**src/rtl/rv32i_mc_sequencer_if.sv**
```systemverilog
// Control bundle between the multi-cycle sequencer and the RV32I datapath/memory.
// The datapath side uses master; the sequencer uses slave.
interface rv32i_mc_sequencer_if #(
   parameter int CNT_W = 32
);
   logic             run;
   logic [6:0]       op_code;
   logic             br_taken;
   logic             mem_ready;
   logic             pc_we;
   logic             pc_src;
   logic             ir_we;
   logic             reg_we;
   logic             mem_req;
   logic             mem_we;
   logic             addr_sel;
   logic             trap;
   logic [1:0]       trap_cause;
   logic [2:0]       state;
   logic [CNT_W-1:0] cycle_cnt;
   logic [CNT_W-1:0] instret_cnt;

   modport master (
      output run, op_code, br_taken, mem_ready,
      input  pc_we, pc_src, ir_we, reg_we, mem_req, mem_we, addr_sel,
      input  trap, trap_cause, state, cycle_cnt, instret_cnt
   );

   modport slave (
      input  run, op_code, br_taken, mem_ready,
      output pc_we, pc_src, ir_we, reg_we, mem_req, mem_we, addr_sel,
      output trap, trap_cause, state, cycle_cnt, instret_cnt
   );
endinterface

```
**src/rtl/rv32i_mc_sequencer.sv**
```systemverilog
// Multi-cycle RV32I sequencer: steps FETCH/DECODE/EXEC/MEM/WB over a shared memory
// port, with memory timeout, illegal-opcode trap and cycle/instret counters.
//
// state  | meaning
// IDLE   | stopped at an instruction boundary, waiting for run
// FETCH  | instruction read on the shared port, IR loads on ready
// DECODE | opcode legality check
// EXEC   | ALU step; branches update PC and retire here
// MEM    | load/store data access; stores retire on ready
// WB     | register write-back and PC update, retire
// TRAP   | sticky fault, left only through reset
module rv32i_mc_sequencer #(
   parameter int MEM_TIMEOUT = 15,
   parameter int CNT_W       = 32
) (
   input  logic                    clk,
   input  logic                    rst_n,
   rv32i_mc_sequencer_if.slave     bus
);

   typedef enum logic [2:0] {
      S_IDLE   = 3'd0,
      S_FETCH  = 3'd1,
      S_DECODE = 3'd2,
      S_EXEC   = 3'd3,
      S_MEM    = 3'd4,
      S_WB     = 3'd5,
      S_BAD    = 3'd6,
      S_TRAP   = 3'd7
   } state_t;

   localparam logic [6:0] OP_R      = 7'b0110011;
   localparam logic [6:0] OP_I      = 7'b0010011;
   localparam logic [6:0] OP_LOAD   = 7'b0000011;
   localparam logic [6:0] OP_STORE  = 7'b0100011;
   localparam logic [6:0] OP_BRANCH = 7'b1100011;
   localparam logic [6:0] OP_JAL    = 7'b1101111;
   localparam logic [6:0] OP_JALR   = 7'b1100111;
   localparam logic [6:0] OP_LUI    = 7'b0110111;
   localparam logic [6:0] OP_AUIPC  = 7'b0010111;

   localparam int                WAIT_W    = (MEM_TIMEOUT > 1) ? $clog2(MEM_TIMEOUT) : 1;
   localparam logic [WAIT_W-1:0] WAIT_LAST = WAIT_W'(MEM_TIMEOUT - 1);

   localparam logic [1:0] CAUSE_ILLEGAL = 2'd1;
   localparam logic [1:0] CAUSE_FETCH   = 2'd2;
   localparam logic [1:0] CAUSE_DATA    = 2'd3;

   state_t            r_state;
   logic [1:0]        r_cause;
   logic [WAIT_W-1:0] r_wait;
   logic [CNT_W-1:0]  r_cycle;
   logic [CNT_W-1:0]  r_instret;

   state_t            w_state_nxt;
   logic [1:0]        w_cause_nxt;
   logic [WAIT_W-1:0] w_wait_nxt;
   logic              w_retire;
   logic              w_timeout;
   logic              w_pc_we;
   logic              w_pc_src;
   logic              w_ir_we;
   logic              w_reg_we;
   logic              w_mem_req;
   logic              w_mem_we;
   logic              w_addr_sel;

   logic w_is_load;
   logic w_is_store;
   logic w_is_branch;
   logic w_is_jump;
   logic w_legal;

   assign w_is_load   = (bus.op_code == OP_LOAD);
   assign w_is_store  = (bus.op_code == OP_STORE);
   assign w_is_branch = (bus.op_code == OP_BRANCH);
   assign w_is_jump   = (bus.op_code == OP_JAL) || (bus.op_code == OP_JALR);
   assign w_legal     = w_is_load || w_is_store || w_is_branch || w_is_jump ||
                        (bus.op_code == OP_R)   || (bus.op_code == OP_I) ||
                        (bus.op_code == OP_LUI) || (bus.op_code == OP_AUIPC);

   assign w_timeout = (r_wait == WAIT_LAST);

   always_comb begin
      w_state_nxt = r_state;
      w_cause_nxt = r_cause;
      w_wait_nxt  = '0;
      w_retire    = 1'b0;
      w_pc_we     = 1'b0;
      w_pc_src    = 1'b0;
      w_ir_we     = 1'b0;
      w_reg_we    = 1'b0;
      w_mem_req   = 1'b0;
      w_mem_we    = 1'b0;
      w_addr_sel  = 1'b0;

      case (r_state)
         S_IDLE: begin
            if (bus.run) w_state_nxt = S_FETCH;
         end
         S_FETCH: begin
            w_mem_req = 1'b1;
            if (bus.mem_ready) begin
               w_ir_we     = 1'b1;
               w_state_nxt = S_DECODE;
            end else if (w_timeout) begin
               w_state_nxt = S_TRAP;
               w_cause_nxt = CAUSE_FETCH;
            end else begin
               w_wait_nxt = r_wait + WAIT_W'(1);
            end
         end
         S_DECODE: begin
            if (!w_legal) begin
               w_state_nxt = S_TRAP;
               w_cause_nxt = CAUSE_ILLEGAL;
            end else begin
               w_state_nxt = S_EXEC;
            end
         end
         S_EXEC: begin
            if (w_is_branch) begin
               w_pc_we  = 1'b1;
               w_pc_src = bus.br_taken;
               w_retire = 1'b1;
            end else if (w_is_load || w_is_store) begin
               w_state_nxt = S_MEM;
            end else begin
               w_state_nxt = S_WB;
            end
         end
         S_MEM: begin
            w_mem_req  = 1'b1;
            w_addr_sel = 1'b1;
            w_mem_we   = w_is_store;
            if (bus.mem_ready) begin
               if (w_is_store) begin
                  w_pc_we  = 1'b1;
                  w_retire = 1'b1;
               end else begin
                  w_state_nxt = S_WB;
               end
            end else if (w_timeout) begin
               w_state_nxt = S_TRAP;
               w_cause_nxt = CAUSE_DATA;
            end else begin
               w_wait_nxt = r_wait + WAIT_W'(1);
            end
         end
         S_WB: begin
            w_reg_we = 1'b1;
            w_pc_we  = 1'b1;
            w_pc_src = w_is_jump;
            w_retire = 1'b1;
         end
         S_TRAP: begin
         end
         default: begin
            w_state_nxt = S_TRAP;
            w_cause_nxt = CAUSE_ILLEGAL;
         end
      endcase

      // run is only honoured at the instruction boundary
      if (w_retire) w_state_nxt = bus.run ? S_FETCH : S_IDLE;
   end

   always_ff @(posedge clk or negedge rst_n) begin
      if (!rst_n) begin
         r_state   <= S_IDLE;
         r_cause   <= 2'd0;
         r_wait    <= '0;
         r_cycle   <= '0;
         r_instret <= '0;
      end else begin
         r_state <= w_state_nxt;
         r_cause <= w_cause_nxt;
         r_wait  <= w_wait_nxt;
         if (r_state != S_IDLE && r_state != S_TRAP) r_cycle <= r_cycle + CNT_W'(1);
         if (w_retire) r_instret <= r_instret + CNT_W'(1);
      end
   end

   assign bus.pc_we       = w_pc_we;
   assign bus.pc_src      = w_pc_src;
   assign bus.ir_we       = w_ir_we;
   assign bus.reg_we      = w_reg_we;
   assign bus.mem_req     = w_mem_req;
   assign bus.mem_we      = w_mem_we;
   assign bus.addr_sel    = w_addr_sel;
   assign bus.trap        = (r_state == S_TRAP);
   assign bus.trap_cause  = r_cause;
   assign bus.state       = r_state;
   assign bus.cycle_cnt   = r_cycle;
   assign bus.instret_cnt = r_instret;

endmodule

```
**src/flat_wrapper.sv**
```systemverilog
// flat-port wrapper written by rule: the top's interface ports become plain ports
module rv32i_mc_sequencer_flat 
#(
   parameter int MEM_TIMEOUT = 15,
   parameter int CNT_W       = 32
)
  (clk, rst_n, bus_run, bus_op_code, bus_br_taken, bus_mem_ready, bus_pc_we, bus_pc_src, bus_ir_we, bus_reg_we, bus_mem_req, bus_mem_we, bus_addr_sel, bus_trap, bus_trap_cause, bus_state, bus_cycle_cnt, bus_instret_cnt);
  rv32i_mc_sequencer_if #(.CNT_W(CNT_W)) bus_i ();
  input  logic clk;
  input  logic rst_n;
  input wire logic [$bits(bus_i.run)-1:0] bus_run;
  input wire logic [$bits(bus_i.op_code)-1:0] bus_op_code;
  input wire logic [$bits(bus_i.br_taken)-1:0] bus_br_taken;
  input wire logic [$bits(bus_i.mem_ready)-1:0] bus_mem_ready;
  output wire logic [$bits(bus_i.pc_we)-1:0] bus_pc_we;
  output wire logic [$bits(bus_i.pc_src)-1:0] bus_pc_src;
  output wire logic [$bits(bus_i.ir_we)-1:0] bus_ir_we;
  output wire logic [$bits(bus_i.reg_we)-1:0] bus_reg_we;
  output wire logic [$bits(bus_i.mem_req)-1:0] bus_mem_req;
  output wire logic [$bits(bus_i.mem_we)-1:0] bus_mem_we;
  output wire logic [$bits(bus_i.addr_sel)-1:0] bus_addr_sel;
  output wire logic [$bits(bus_i.trap)-1:0] bus_trap;
  output wire logic [$bits(bus_i.trap_cause)-1:0] bus_trap_cause;
  output wire logic [$bits(bus_i.state)-1:0] bus_state;
  output wire logic [$bits(bus_i.cycle_cnt)-1:0] bus_cycle_cnt;
  output wire logic [$bits(bus_i.instret_cnt)-1:0] bus_instret_cnt;
  assign bus_i.run = bus_run;
  assign bus_i.op_code = bus_op_code;
  assign bus_i.br_taken = bus_br_taken;
  assign bus_i.mem_ready = bus_mem_ready;
  assign bus_pc_we = bus_i.pc_we;
  assign bus_pc_src = bus_i.pc_src;
  assign bus_ir_we = bus_i.ir_we;
  assign bus_reg_we = bus_i.reg_we;
  assign bus_mem_req = bus_i.mem_req;
  assign bus_mem_we = bus_i.mem_we;
  assign bus_addr_sel = bus_i.addr_sel;
  assign bus_trap = bus_i.trap;
  assign bus_trap_cause = bus_i.trap_cause;
  assign bus_state = bus_i.state;
  assign bus_cycle_cnt = bus_i.cycle_cnt;
  assign bus_instret_cnt = bus_i.instret_cnt;
  rv32i_mc_sequencer #(.MEM_TIMEOUT(MEM_TIMEOUT), .CNT_W(CNT_W)) u_core (.clk(clk), .rst_n(rst_n), .bus(bus_i));
endmodule
```
**config.mk**
```make
export PLATFORM = sky130hd
export DESIGN_NAME = rv32i_mc_sequencer_flat
export DESIGN_NICKNAME = d
export VERILOG_FILES = /design/src/rtl/rv32i_mc_sequencer_if.sv /design/src/rtl/rv32i_mc_sequencer.sv /design/src/flat_wrapper.sv
export SDC_FILE = /design/constraint.sdc
export NUM_CORES = 1
export LEC_CHECK = 0
export CORE_MARGIN = 4
export CORE_UTILIZATION = 44
export CTS_CLUSTER_DIAMETER = 60
export DETAILED_ROUTE_END_ITERATION = 10
export GPL_TIMING_DRIVEN = 0
export HOLD_SLACK_MARGIN = 0.08
export PLACE_DENSITY = 0.7
export SKIP_LAST_GASP = 1
export SYNTH_ARGS = -nofsm -noshare
export SYNTH_HDL_FRONTEND = slang
export SYNTH_SLANG_ARGS = --single-unit
```
**constraint.sdc**
```tcl
create_clock -name clk -period 3.17 [get_ports clk]
set_input_delay 0.634 -clock clk [delete_from_list [all_inputs] [get_ports clk]]
set_output_delay 0.634 -clock clk [all_outputs]
set_load 0.01 [all_outputs]
```
==> flow_metrics.py <==
metrics = {
    "outcome": {
        "status": "finished clean",
    },
    "synthesis": {
        "synth_ff_type": "dfrtp_1",
        "synth_cell_types": 49,
        "syn_nets": 344,
        "synth_edf_count": 0,
        "async_flop_share": 1.00,
        "yosysWarnings": 0,
        "synth_seq_cells": 73,
        "postSynthAreaPerCell_um2": 11.4,
        "synth_seq_area_share": 0.489,
        "syn_area_mm2": 0.00373,
        "postSynthCellCount": 328,
    },
    "drt": {
        "first_pass_iters": 4,
        "drt.antenna.violating_nets": 0,
        "drc": 0,
        "vias": 2829,
        "routed_wl_um": 8030,
        "drt_iter0_drc": 75,
        "wl_per_cell_um": 14.8,
        "viasPerCell": 5.22,
    },
    "clock_tree": {
        "clkTransAtPathRegs_ps": 80,
        "cts_max_path_buffers": 2,
        "cts_root_buf": "clkbuf_8",
        "cts_tree": "yes",
        "htreeDepth": 3,
        "ctsHoldBuffers": 0,
        "clock_latency_ps": 350,
        "clkSinkCount": 73,
        "cts_buffers": 9,
    },
    "grt": {
        "grt_start_max_net_pins": 38,
        "antenna_found_initial": 0,
        "grt-ovfl-total": 0,
        "track_usage": 0.173,
        "grt_first_pass_wirelength_um": 13900,
        "grt_pass1_vias": 2829,
    },
    "critical_path": {
        "cp_data_required_time_ps": 2540,
        "cp-end-kind": "output port",
        "cp_common_cell": "clkdlybuf4s50_1",
        "r2r-start": "u_core.bus.state[1]",
        "r2r-end": "u_core.bus.cycle_cnt[30]",
        "slowest_stage": "clkdlybuf4s50_1",
        "cp_cell_sequence": "clkdlybuf4s50_1 > and4bb_2 > o2bb2ai_4 > a21oi_4 > inv_1 > clkdlybuf4s50_1",
        "max_stage_delay_ps": 580,
        "path_max_fanout": 7,
        "critPathLaunchType": "input pin",
        "arrival_ps": 2440,
        "critPathKind": "in -> out",
        "ff2ff_setup_slack_ps": 1100,
        "r2r_cells": 6,
    },
    "power": {
        "p_seq_frac": 0.395,
        "power_uw": 2980,
        "pwr-share-comb": 0.336,
        "clkPwrFrac": 0.269,
        "swShare": 0.322,
        "p_int_uw": 2020,
        "p_leak_uw": 0.00221,
        "ir_drop_mv": 0.474,
        "power.density_mw_per_mm2": 595,
        "switchingPower_uw": 962,
    },
    "sta": {
        "hold_viol": 0,
        "tns_ps": 0,
        "fmax_mhz": 325,
        "rsz0062_at_grt": "false",
        "fin_crit_sh": 0.969,
        "worstMarginPinSlew_ps": 480,
        "finalSetupViolCount": 0,
        "drv_slew": 0,
        "period_needed_ps": 3070,
        "finClkSkew_ps": 14.6,
        "slew_headroom": 0.680,
    },
    "die": {
        "io_pins": 89,
        "core_mm2": 0.00822,
        "start_util": 0.454,
        "die_height_um": 100,
        "fp.dieW_um": 100,
        "dieArea_mm2": 0.0100,
        "placementRows": 33,
    },
    "final_layout": {
        "antenna_cells": 0,
        "post-route-util": 0.610,
        "fin_nets": 448,
        "drive_above_1_share": 0.140,
        "synthToLayoutAreaGrowth_pct": 34.3,
    },
    "place": {
        "hpwlAfterDp_um": 5890,
        "numPortBuffers": 88,
        "gp_congestion": 0.772,
    },
    "worst_hold_path": {
        "hold_class": "in -> async",
    },
    "flow_run": {
        "drv_cap": 0,
    },
}
-- power groups by stage --
| stage | clock network [µW] | registers [µW] | logic, µW |
|---|---|---|---|
| finish | 802 | 1180 | 1000 |
| floorplan | 0 | 1230 | 486 |
| detailed placement | 0 | 1200 | 963 |
| CTS | 829 | 1180 | 971 |
| global route | 872 | 1200 | 1100 |
| global placement | 0 | 1200 | 953 |
-- area by class of cell --
class	instances	area, µm²
Tap cell	105	131
Buffer	8	63.8
Sequential cell	73	1830
Clock inverter	7	95.1
Fill cell	689	3210
Clock buffer	9	124
Multi-Input combinational cell	237	1800
Inverter	10	37.5
Timing Repair Buffer	93	928
-- layout by cell type (no fill, tap or decap), types with 4 or more instances in the layout --
master / count
clkdlybuf4s50_1: 87
dfrtp_1: 73
xor2_1: 38
xnor2_1: 27
nand2_1: 27
nor2_1: 24
nand3_1: 11
inv_1: 10
clkbuf_8: 9
nor3_2: 8
nand4_1: 8
nor3_1: 7
nand2b_1: 7
buf_4: 6
and3_1: 6
a21oi_1: 6
and2_1: 5
nor3b_2: 5
buf_6: 4
nand3b_1: 4
and4_1: 4
nor4_2: 4
ha_1: 4
-- critical path: cells and delay by family --
kind,cells,cell delay (ps)
buf+inv,3,1120
compound gates,2,390
simple gates,1,290
-- routing by layer --
layer  share of wire  vias to the layer above  routed length, µm  global-route usage
li1                -                     1345                  -                   -
met5               0                        -                  0                   0
met2            0.47                       79               3780               0.271
met4           0.011                        0                 89              0.0466
met1            0.46                     1397               3700               0.234
met3           0.057                        8                458              0.0514
-- state kept, by name, indices dropped and copies added, names as in the netlist --
| signal | flops |
|---|---|
| u_core.bus.trap_cause | 2 |
| u_core.bus.state | 3 |
| u_core.bus.cycle_cnt | 32 |
| u_core.r_wait | 4 |
| u_core.bus.instret_cnt | 32 |
-- synthesized netlist by cell type (3+ instances only) --
cell      number  share of area
dfrtp_1       73           0.49
xor2_1        38          0.089
nand2_1       27          0.027
xnor2_1       27          0.063
nor2_1        24          0.024
nand3_1       11          0.015
inv_1         10          0.010
nand4_1        8          0.013
nor3_2         8          0.021
nand2b_1       7          0.012
nor3_1         7         0.0094
a21oi_1        6         0.0080
and3_1         6          0.010
and2_1         5         0.0084
nor3b_2        5          0.017
and4_1         4         0.0094
buf_6          4          0.012
ha_1           4          0.013
nand3b_1       4         0.0080
nor4_2         4          0.013
a211oi_1       3         0.0060
clkbuf_1       3         0.0030
nand4_2        3          0.010
nor4b_1        3         0.0070
-- cells by family after synthesis --
kind of cell	count (synthesis)	share of synthesized area
buffers and inverters	18	0.0272
DFF	73	0.489
adders and majority gates	4	0.0134
muxes	2	0.00603
AOI/OAI and AO/OA	22	0.0503
and+or+nand+nor	144	0.261
xor gates and xnor gates	65	0.153
-- per-stage QoR --
| stage | std cells | cell area (µm²) | hold slack (ps) | setup slack (ps) |
|---|---|---|---|---|
| global route | 542 | 5010 | 269 | 14.4 |
| finish | 542 | 5010 | 244 | 96.7 |
| global placement | 521 | 4740 | 457 | -1080 |
| CTS | 538 | 4980 | 252 | 5.32 |
| floorplan | 328 | 3730 | 338 | 1150 |
| detailed placement | 522 | 4760 | 465 | -11.5 |
-- worst max-delay path by stage --
stage	from	to	slack (ps)	cells after the start
6_report	bus_op_code[6]	bus_pc_we	100	6
3_3_place_gp	rst_n	u_core.bus.instret_cnt[4]	-1080	1
4_1_cts	bus_op_code[6]	bus_pc_we	5	6
5_1_grt	bus_op_code[6]	bus_pc_we	10	6
3_5_place_dp	bus_op_code[6]	bus_pc_we	-10	6
2_1_floorplan	bus_op_code[6]	bus_pc_we	1150	4
-- what timing repair did --
action                                  in CTS  in global routing
buffers inserted                             0                  4
endpoints found under the setup margin       1                  1
pin swaps                                    1                  1
gates resized for setup                      0                  0
No activity file was read; power rests on OpenSTA's default activity.
==> edit, RTL diff (same flow settings) <==
`CNT_W` is set to 32 in 3 places; all go to 64.
--- a/src/rtl/rv32i_mc_sequencer_if.sv
+++ b/src/rtl/rv32i_mc_sequencer_if.sv
@@ -1,7 +1,7 @@
 // Control bundle between the multi-cycle sequencer and the RV32I datapath/memory.
 // The datapath side uses master; the sequencer uses slave.
 interface rv32i_mc_sequencer_if #(
-   parameter int CNT_W = 32
+   parameter int CNT_W = 64
 );
    logic             run;
    logic [6:0]       op_code;
--- a/src/rtl/rv32i_mc_sequencer.sv
+++ b/src/rtl/rv32i_mc_sequencer.sv
@@ -11,7 +11,7 @@
 // TRAP   | sticky fault, left only through reset
 module rv32i_mc_sequencer #(
    parameter int MEM_TIMEOUT = 15,
-   parameter int CNT_W       = 32
+   parameter int CNT_W       = 64
 ) (
    input  logic                    clk,
    input  logic                    rst_n,
--- a/src/flat_wrapper.sv
+++ b/src/flat_wrapper.sv
@@ -2,7 +2,7 @@
 module rv32i_mc_sequencer_flat 
 #(
    parameter int MEM_TIMEOUT = 15,
-   parameter int CNT_W       = 32
+   parameter int CNT_W       = 64
 )
   (clk, rst_n, bus_run, bus_op_code, bus_br_taken, bus_mem_ready, bus_pc_we, bus_pc_src, bus_ir_we, bus_reg_we, bus_mem_req, bus_mem_we, bus_addr_sel, bus_trap, bus_trap_cause, bus_state, bus_cycle_cnt, bus_instret_cnt);
   rv32i_mc_sequencer_if #(.CNT_W(CNT_W)) bus_i ();
Interface: changed (resized bus_cycle_cnt and bus_instret_cnt); port bits go from 89 to 153. No check against the original RTL was run, so the function may have changed too.
==> edit against the original RTL <==
- final cell count increased by 98%
- first-iteration DRC count grew to 5.3 times the old value
- register-to-register slack lost 0.22 ns
- critical path type unchanged
- routed wire length rose by 130%
- sequential cell count rose by 64
- synthesized area rose by 87%
- sequential share of layout area down 0.26 points
- design area up 89%
- fmax grew 2.4%
- clock skew decreased by 0.0067 ns
- setup slack improved by 0.071 ns
- via count grew 110%
- power increased by 71%
==> edit: results (changes against the original RTL) <==
| Metric | Value |
|---|---|
| Outcome | completed |
| CP max stage cell | clkdlybuf4s50_1 |
| Met1 Use GR | 0.2716 (+0.03715) |
| Worst VDD drop | 374.1 µV (-21%) |
| Final HPWL DP | 13270 µm (+130%) |
| Detailed Route Iter0 Violations | 395 (+430%) |
| Synth Area in Adders | 0.007161 (-0.006249) |
| First-pass GRT wire length | 30490 µm (+120%) |
| # placed instances | 1041 (+99%) |
| Cell Count, Final, Fillers Out | 1075 (+98%) |
| Synth top area cells | dfrtp_1, xor2_1, xnor2_1, nor3_1, nand3_1 |
| Nets@finish | 867 (+94%) |
| Mux contribution to synthesized area | 0.003222 (-0.002812) |
| Number of library cell types mapped by synthesis | 56 (+14%) |
| Post-Synth XOR/XNOR Area | 0.1617 (+0.009123) |
| GR Layer Usage met3 | 0.06152 (+0.01009) |
| CTS buffer count | 17 (+8) |
| Drt via density | 5.424 (+3.9%) |
| Vias in the first global route | 5859 (+110%) |
| Wire length on met1 | 8013 µm (+120%) |
| M2 GR Usage | 0.3492 (+0.07782) |
| Combinational Power Share | 0.177 (-0.159) |
| Sw Ratio | 0.2673 (-0.05516) |
| Max FO, Critical Path | 5 (-2) |
| Layout Skew | 0.007897 ns (-0.006666 ns) |
| DP Area | 8803 µm² (+85%) |
| Largest net degree at the start of global routing | 87 (+130%) |
| DR pass1 iterations | 5 (+1) |
| Max-cap violations | 0 (unchanged) |
| Post-CTS sizing | 0 (unchanged) |
| Clock power frac | 0.426 (+0.157) |
| Clk pin slew, worst setup/hold paths | 0.06 ns (-0.02 ns) |
| Post-Syn Instances | 677 (+110%) |
| Worst Path Arrival | 2.37 ns (-0.07 ns) |
| Delay-heaviest family, CP | buffers and inverters |
| Sequential share of the synthesized area | 0.4905 (+0.001072) |
| Fillers | 1247 (+81%) |
| Metal2 WL | 9195 µm (+140%) |
| Synth Flop Type | dfrtp_1 |
| Antenna violations before repair | 0 (unchanged) |
| Worst slack at placement | -0.07541 ns (-0.06392 ns) |
| Fin Setup TNS | 0 ns (unchanged) |
| Antenna fix cells | 0 (unchanged) |
| Met3 routed WL | 1210 µm (+160%) |
| Syn Nets | 693 (+100%) |
| Routed WL per cell | 17.31 µm (+17%) |
| LEAKAGE | 0.004188 µW (+90%) |
| Top cells by count, synth | dfrtp_1, xor2_1, nand2_1, nor3_1, nand3_1 |
| Htree depth | 4 (+1) |
| Post CTS Setup Buffer Count | 2 (+2) |
| Ys async rst share | 1.000 (unchanged) |
| Placer Congestion | 0.9083 (+18%) |
| Layout cells sized above 1 | 0.09954 (-0.04005) |
| Worst skew pair latency | 0.42 ns (+0.07 ns) |
| P_comb | 903 µW (-9.7%) |
| Tot GR Track Use | 0.2103 (+0.03754) |
| CTS root buf | clkbuf_16 |
| Worst-margin pin slew | 0.7214 ns (+0.2411 ns) |
| Post-synthesis compound-gate area fraction | 0.02256 (-0.02773) |
| Port Buffers | 152 (+73%) |
-- edit: worst paths after layout --
| check | start | to | slack [ns] | depth (start not counted) |
|---|---|---|---|---|
| setup / recovery | bus_op_code[4] | bus_pc_src | 0.17 | 7 |
| hold / removal | rst_n | u_core.bus.cycle_cnt[17] | 0.15 | 1 |
| setup reg to reg | u_core.bus.instret_cnt[30] | u_core.bus.instret_cnt[62] | 0.88 | 5 |
| hold reg to reg | u_core.bus.instret_cnt[63] | u_core.bus.instret_cnt[63] | 0.49 | 1 |
| max in group asynchronous | rst_n | u_core.bus.instret_cnt[40] | 2.21 | 2 |
| min in group clk | u_core.bus.instret_cnt[63] | u_core.bus.instret_cnt[63] | 0.49 | 1 |
-- edit: final cells by class --
class,count,area (µm²),area share
repair buffers,155,1570,0.1658
well taps,211,264.0,0.02787
multi-input cells,499,3383,0.3572
inverters,24,90.09,0.009510
clock inverters,12,197.7,0.02087
clock buffers,20,446.7,0.04715
flip-flops and latches,137,3428,0.3619
plain buffers,17,92.59,0.009774
